File: src/rtl/dmem_arbiter.sv
// dmem_arbiter: two-requester arbiter/sequencer in front of a single-ported
// word memory. Port 0 is the instruction-fetch side and port 1 is the load/store unit.
// Each granted access runs IDLE -> ACCESS -> RESP, which allows at most one
// access every three cycles.
//
// Handshake: a requester raises reqN with weN/addrN/wdataN stable and holds them
// until it sees the one-cycle ackN pulse. By the edge after the ack it either drops
// reqN or presents the next request. reqN is ignored while the arbiter is busy.
module dmem_arbiter #(
    parameter int ADDR_W = 6,
    parameter int DATA_W = 32,
    parameter bit RR_EN  = 1'b1
) (
    input  logic              clk,
    input  logic              rst,
    input  logic              req0,
    input  logic              req1,
    input  logic              we0,
    input  logic              we1,
    input  logic [ADDR_W-1:0] addr0,
    input  logic [ADDR_W-1:0] addr1,
    input  logic [DATA_W-1:0] wdata0,
    input  logic [DATA_W-1:0] wdata1,
    output logic              ack0,
    output logic              ack1,
    output logic [DATA_W-1:0] rdata0,
    output logic [DATA_W-1:0] rdata1,
    output logic [ADDR_W-1:0] mem_addr,
    output logic [DATA_W-1:0] mem_wdata,
    output logic              mem_read,
    output logic              mem_write,
    input  logic [DATA_W-1:0] mem_rdata,
    output logic              busy,
    output logic              gnt_id,
    output logic [1:0]        dbg_state
);

    typedef enum logic [1:0] {
        ST_IDLE   = 2'd0,
        ST_ACCESS = 2'd1,
        ST_RESP   = 2'd2
    } state_t;

    state_t              r_state;
    state_t              w_next_state;
    logic                r_we;
    logic [ADDR_W-1:0]   r_addr;
    logic [DATA_W-1:0]   r_wdata;
    logic                r_gnt;
    logic                r_last;
    logic [DATA_W-1:0]   r_rdata0;
    logic [DATA_W-1:0]   r_rdata1;
    logic                w_any_req;
    logic                w_winner;
    logic                w_mem_read;
    logic                w_mem_write;
    logic                w_ack0;
    logic                w_ack1;

    // Arbitration: a single requester always wins. A tie goes to the port not
    // granted last time (round-robin), or to port 1 under fixed priority.
    always_comb begin
        w_any_req = req0 | req1;
        w_winner  = 1'b0;
        if (req0 && req1) begin
            w_winner = RR_EN ? ~r_last : 1'b1;
        end else if (req1) begin
            w_winner = 1'b1;
        end
    end

    // Next-state and decoded outputs. The memory strobes exist only in ACCESS.
    // rst gates mem_write combinationally, so a reset landing on a write
    // cycle cannot corrupt memory.
    always_comb begin
        w_next_state = r_state;
        w_mem_read   = 1'b0;
        w_mem_write  = 1'b0;
        w_ack0       = 1'b0;
        w_ack1       = 1'b0;
        case (r_state)
            ST_IDLE: begin
                if (w_any_req) begin
                    w_next_state = ST_ACCESS;
                end
            end
            ST_ACCESS: begin
                w_mem_read   = ~r_we;
                w_mem_write  = r_we & ~rst;
                w_next_state = ST_RESP;
            end
            ST_RESP: begin
                w_ack0       = ~r_gnt;
                w_ack1       = r_gnt;
                w_next_state = ST_IDLE;
            end
            default: begin
                w_next_state = ST_IDLE;
            end
        endcase
    end

    // State register.
    always_ff @(posedge clk) begin
        if (rst) begin
            r_state <= ST_IDLE;
        end else begin
            r_state <= w_next_state;
        end
    end

    // Capture the winner's command at grant time. These registers also serve as
    // the memory address/data outputs, so they hold their value outside ACCESS.
    // r_last resets to 1 so that port 0 wins the first tie.
    always_ff @(posedge clk) begin
        if (rst) begin
            r_we    <= 1'b0;
            r_addr  <= '0;
            r_wdata <= '0;
            r_gnt   <= 1'b0;
            r_last  <= 1'b1;
        end else if (r_state == ST_IDLE && w_any_req) begin
            r_we    <= w_winner ? we1 : we0;
            r_addr  <= w_winner ? addr1 : addr0;
            r_wdata <= w_winner ? wdata1 : wdata0;
            r_gnt   <= w_winner;
            r_last  <= w_winner;
        end
    end

    // Capture read data at the closing edge of ACCESS. Only the granted port's
    // result register is updated, and only on reads.
    always_ff @(posedge clk) begin
        if (rst) begin
            r_rdata0 <= '0;
            r_rdata1 <= '0;
        end else if (r_state == ST_ACCESS && !r_we) begin
            if (r_gnt) begin
                r_rdata1 <= mem_rdata;
            end else begin
                r_rdata0 <= mem_rdata;
            end
        end
    end

    assign ack0      = w_ack0;
    assign ack1      = w_ack1;
    assign rdata0    = r_rdata0;
    assign rdata1    = r_rdata1;
    assign mem_addr  = r_addr;
    assign mem_wdata = r_wdata;
    assign mem_read  = w_mem_read;
    assign mem_write = w_mem_write;
    assign busy      = (r_state != ST_IDLE);
    assign gnt_id    = r_gnt;
    assign dbg_state = r_state;

endmodule
File: config.mk
export PLATFORM = sky130hd
export DESIGN_NAME = dmem_arbiter
export DESIGN_NICKNAME = d
export VERILOG_FILES = /design/src/rtl/dmem_arbiter.sv
export SDC_FILE = /design/constraint.sdc
export NUM_CORES = 1
export LEC_CHECK = 0
export ABC_AREA = 0
export BUFFER_PORTS_ARGS = -buffer_cell sky130_fd_sc_hd__buf_2
export CAP_MARGIN = 0
export CORE_UTILIZATION = 25
export CTS_BUF_LIST = sky130_fd_sc_hd__clkbuf_16
export DETAILED_ROUTE_END_ITERATION = 6
export MAX_ROUTING_LAYER = met4
export PLACE_DENSITY = 0.47
export SLEW_MARGIN = 20
export SYNTH_ARGS = -nofsm -noshare
export SYNTH_HDL_FRONTEND = slang
export SYNTH_SLANG_ARGS = --single-unit
File: constraint.sdc
create_clock -name clk -period 1.7 [get_ports clk]
set_input_delay 0.34 -clock clk [delete_from_list [all_inputs] [get_ports clk]]
set_output_delay 0.34 -clock clk [all_outputs]
set_load 0.02 [all_outputs]
# Word level (Yosys, flattened, before mapping)
# Index checks and enable logic that the tools add are counted.
classes:
  n_addsub: 0
  multipliers: 0
  div: 0
  magnitude_cmp: 0
  n_eq_ne: 3
  shift: 0
  n_mux: 11
  n_bitwise: 6
  reduce_logical: 8
ops:
  columns: ["op", "n"]
  rows:
  - ["32-bit two-way mux", 1]
  - ["1-bit two-way mux", 7]
  - ["6-bit two-way mux", 1]
  - ["1-bit inverter", 4]
  - ["2-bit one-hot mux with 2 select lines", 1]
  - ["2-bit AND reduction", 2]
  - ["1-bit logical AND", 3]
  - ["2-bit by 1-bit equality test with 1-bit output (second input constant)", 1]
  - ["2-bit equality test (second input constant)", 1]
  - ["2-bit logical NOT", 1]
  - ["2-bit two-way mux", 1]
  - ["2-bit != test (second input constant)", 1]
  - ["2-bit nonzero test", 1]
  - ["1-bit AND", 1]
  - ["1-bit logical NOT", 1]
  - ["1-bit OR", 1]
word_totals:
  register_bits: 107
  latch_bits: 0
  ramBits: 0
  rom_bits: 0
  inputBits: 114
  output_inout_bits: 110
  wordCells: 36
  memories: 0

# Logic depth before layout (Yosys ltp)
logic_depth:
  depth_word: 3
  mapped_depth: 6
  ltp_nobuf: 4

# Worst setup path after synthesis
# OpenSTA, ideal clock, no wires.
synth_path:
  path_type: "flip-flop to flip-flop"
  from: "register r_state[0] (netlist: dbg_state[0])"
  to: "register r_rdata0[10] (netlist: rdata0[10])"
  setup_time_ns: 0.132
  arrival_ns: 1.351
  t_required_ns: 1.568
  slack_ns: 0.217
  path_stages_with_launch: 6
  n_path_buf: 2
  period_less_slack_ns: 1.483
  path_cell_list: "dfxtp_1 or4b_1 buf_2 buf_6 nand2_1 a21oi_1"
synth_between:
  elab_chain_len: 3
synth_lines:
  columns: ["element", "line_no", "rtl"]
  rows:
  - ["start: declaration", "44", "state_t r_state;"]
  - ["start signal: assignment", "108", "r_state <= w_next_state;"]
  - ["2-bit by 1-bit equality test with 1-bit output", "137", "end else if (r_state == ST_ACCESS && !r_we) begin"]
  - ["1-bit logical AND", "137", null]
  - ["2-bit AND reduction (no line)", null, null]
  - ["end signal: assignment", "141", "r_rdata0 <= mem_rdata;"]
  - ["end: declaration", "51", "logic [DATA_W-1:0] r_rdata0;"]
# Every way passes these cells.
# A chain may end at the register's enable or synchronous reset.

# Worst setup path after layout
layout_path:
  from: "register r_state[1] (netlist: dbg_state[1])"
  to: "output port mem_write"
layout_between:
  elab_chain_len: 2
layout_lines:
  columns: ["element", "line_no", "rtl"]
  rows:
  - ["2-bit by 1-bit equality test with 1-bit output", "81", "case (r_state)"]
  - ["1-bit two-way mux", "81", null]
  - ["end: declaration", "31", "output logic mem_write,"]
# Every way passes these cells.

==> out/qor.yml <==
post-dp-hpwl_mm: 9.80
stdcell_count: 946
startpoint_type: "flip-flop"
drt_wl_total_mm: 14.1
clk_path_buf_depth: 2
drt_iter0_drc: 173
drcViolationCount: 0
finalSetupTns_ns: 0
pwr_density_cell_mw_per_mm2: 1100
grt_antenna_before_repair: 0
hold_class: "input pin to flip-flop"
ios: 224
grt_pass1_wl_mm: 22.7
setup.worst_path.class: "flip-flop to output port"
critPathMaxStageDelay_ns: 0.38
syn_area_mm2: 0.00417
routabilityCongestion: 0.793
syn2layout_area_growth_pct: 41.9
min_to: "dbg_state[1]"
ys_types: 25
fin_total_pwr_mw: 6.48
path_cells: "nand2b_4, nor2_2, and2_1, buf_4"
end_kind: "output port"
regToRegEndpoint: "rdata0[29]"
yosysSeqAreaShare: 0.513
antenna_cells: 0
min_from: "rst"
nets: 840
cts_buffers: 9
drive_gt1_frac: 0.356
grt_max_degree: 107
portBuffers: 223
route.antenna.remaining_nets: 0
grt_pass1_vias: 4321
synth_top_flop_cell: "dfxtp_1"
async_reset_ff_frac: 0
vias: 4441
chipHeight_um: 131
syn_nets: 640
cts_tree: "yes"
synth-seq-cells: 107
fin_worst_skew_ns: 0.00607
dr.pass1.iters: 5
worstPathArrival_ns: 1.29
vias_per_cell: 4.69
critPathBufInv: 1
crit_path_top_delay_cell: "dfxtp_4"
relSlewSlack: 0.676
synth_edf_count: 0
yosys_warnings: 0
cap_viol_max_count: 0
insertion_delay_ns: 0.34
required_ns: 1.36
holdBufCountCts: 0
setup_viol: 0
p_leak_nw: 2.68
rsz0062_at_grt: "false"
cp_top_family: "simple AND/OR/NAND/NOR gates"
rrSetupSlack_ns: 0.24
post_cts_buffers: 0
fmax_mhz: 614
rr_worst_depth: 4
vdd_drop_max_mv: 0.542
outcome: "complete, no violations"
path_max_fanout: 9
coreArea_mm2: 0.0161
syn_area_per_cell_um2: 7.93
r2r-start: "dbg_state[0]"
start_util: 0.260
fin_crit_sh: 0.958
fin_crit_ns: 1.63
routedWlPerCell_um: 14.9
h-tree-depth: 3
hold_violations: 0
fp-row-count: 46
clock_sinks: 107
holdPathStages: 2
grt_usage: 0.168
clk_pin_slew_ns: 0.07
grt_overflow: 0
die_w_um: 131
cts_root_buffer: "clkbuf_16"
path_depth: 4
die-area_mm2: 0.0172
dp.cells: 931
final_max_slew_viol_count: 0
syn_inst: 526
tightest_slew_ns: 0.486
fill_cells: 1709
==> layer usage <==
layer / track usage / up-vias / routed length, um
met5: - / - / 0
met2: 0.271 / 185 / 6680
li1: - / 2184 / -
met1: 0.203 / 2056 / 6220
met3: 0.0486 / 16 / 1050
met4: 0.0497 / 0 / 155
==> layout by cell type (no fill, tap or decap), types with 2 or more instances in the layout <==
master	count
dfxtp_1	105
clkbuf_16	9
nor2_2	3
nor2_1	2
a21oi_1	104
a311oi_1	39
buf_12	8
buf_2	221
bufinv_16	4
nand2_1	206
o21ai_0	2
buf_4	8
==> flip-flops by register name, summed over array words and instances, names as in the netlist <==
register	cells
mem_wdata	32
dbg_state	2
rdata1	32
rdata0	32
r_we	1
r_last	1
mem_addr	6
gnt_id	1
==> power by group <==
part           internal (mW)  total, mW  switching (mW)
sequential              2.68       2.78          0.0976
combinational          0.456       1.20           0.743
clock                   1.57       2.50           0.931
==> Yosys cell counts, drive strengths merged (2+ instances only) <==
| cell | n | area share |
|---|---|---|
| nor2 | 5 | 0.0045 |
| o21ai | 2 | 0.0024 |
| clkbuf | 17 | 0.015 |
| a21oi | 104 | 0.12 |
| nand2 | 206 | 0.19 |
| buf | 31 | 0.043 |
| dfxtp | 107 | 0.51 |
| a311oi | 39 | 0.082 |
==> layout make-up <==
type / count / area (um^2) / area share
Tap cell: 216 / 270 / 0.0457
Clock inverter: 6 / 129 / 0.0218
Clock buffer: 9 / 225 / 0.0380
Inverter: 1 / 3.75 / 0.000634
Sequential cell: 107 / 2150 / 0.363
Timing Repair Buffer: 237 / 1330 / 0.224
Multi-Input combinational cell: 370 / 1820 / 0.307
==> worst register-to-register path, stage by stage, from the launching register on <==
cell and delay, ns:
dfxtp_2 0.43, or4b_1 0.45, buf_4 0.26, nand2_1 0.12
a21oi_1 0.06
==> repair_timing <==
| action | CTS | global route |
|---|---|---|
| pin swaps | 0 | 1 |
| setup endpoints to repair | 1 | 1 |
| gates resized for setup | 2 | 5 |
==> stage by stage <==
step                      area [um^2]  utilization  hold WS, ns  worst slack [ns]
after global placement           5550        0.345        0.439             0.233
final                            5920        0.369        0.181            0.0712
after detailed placement         5550        0.345        0.445             0.181
after floorplan                  4170            -        0.476             0.217
after CTS                        5900        0.368        0.174           0.00812
after global routing             5920        0.369        0.166            0.0101
==> logic make-up (layout without fill, tap and decap cells) <==
family	after synthesis	count (layout)	share of synthesized area
compound gates	147	147	0.213
buf+inv	49	253	0.0591
flops	107	107	0.513
simple gates	223	223	0.214
==> how the worst max path moves through the flow <==
stage | startpoint | to | slack [ns]
floorplan | dbg_state[0] | rdata0[10] | 0.22
global placement | dbg_state[0] | rdata0[11] | 0.23
detailed placement | dbg_state[0] | rdata0[14] | 0.18
CTS | dbg_state[1] | mem_write | 0.008
global route | dbg_state[1] | mem_write | 0.01
finish | dbg_state[1] | mem_write | 0.07
(Power assumes the default switching activity.)
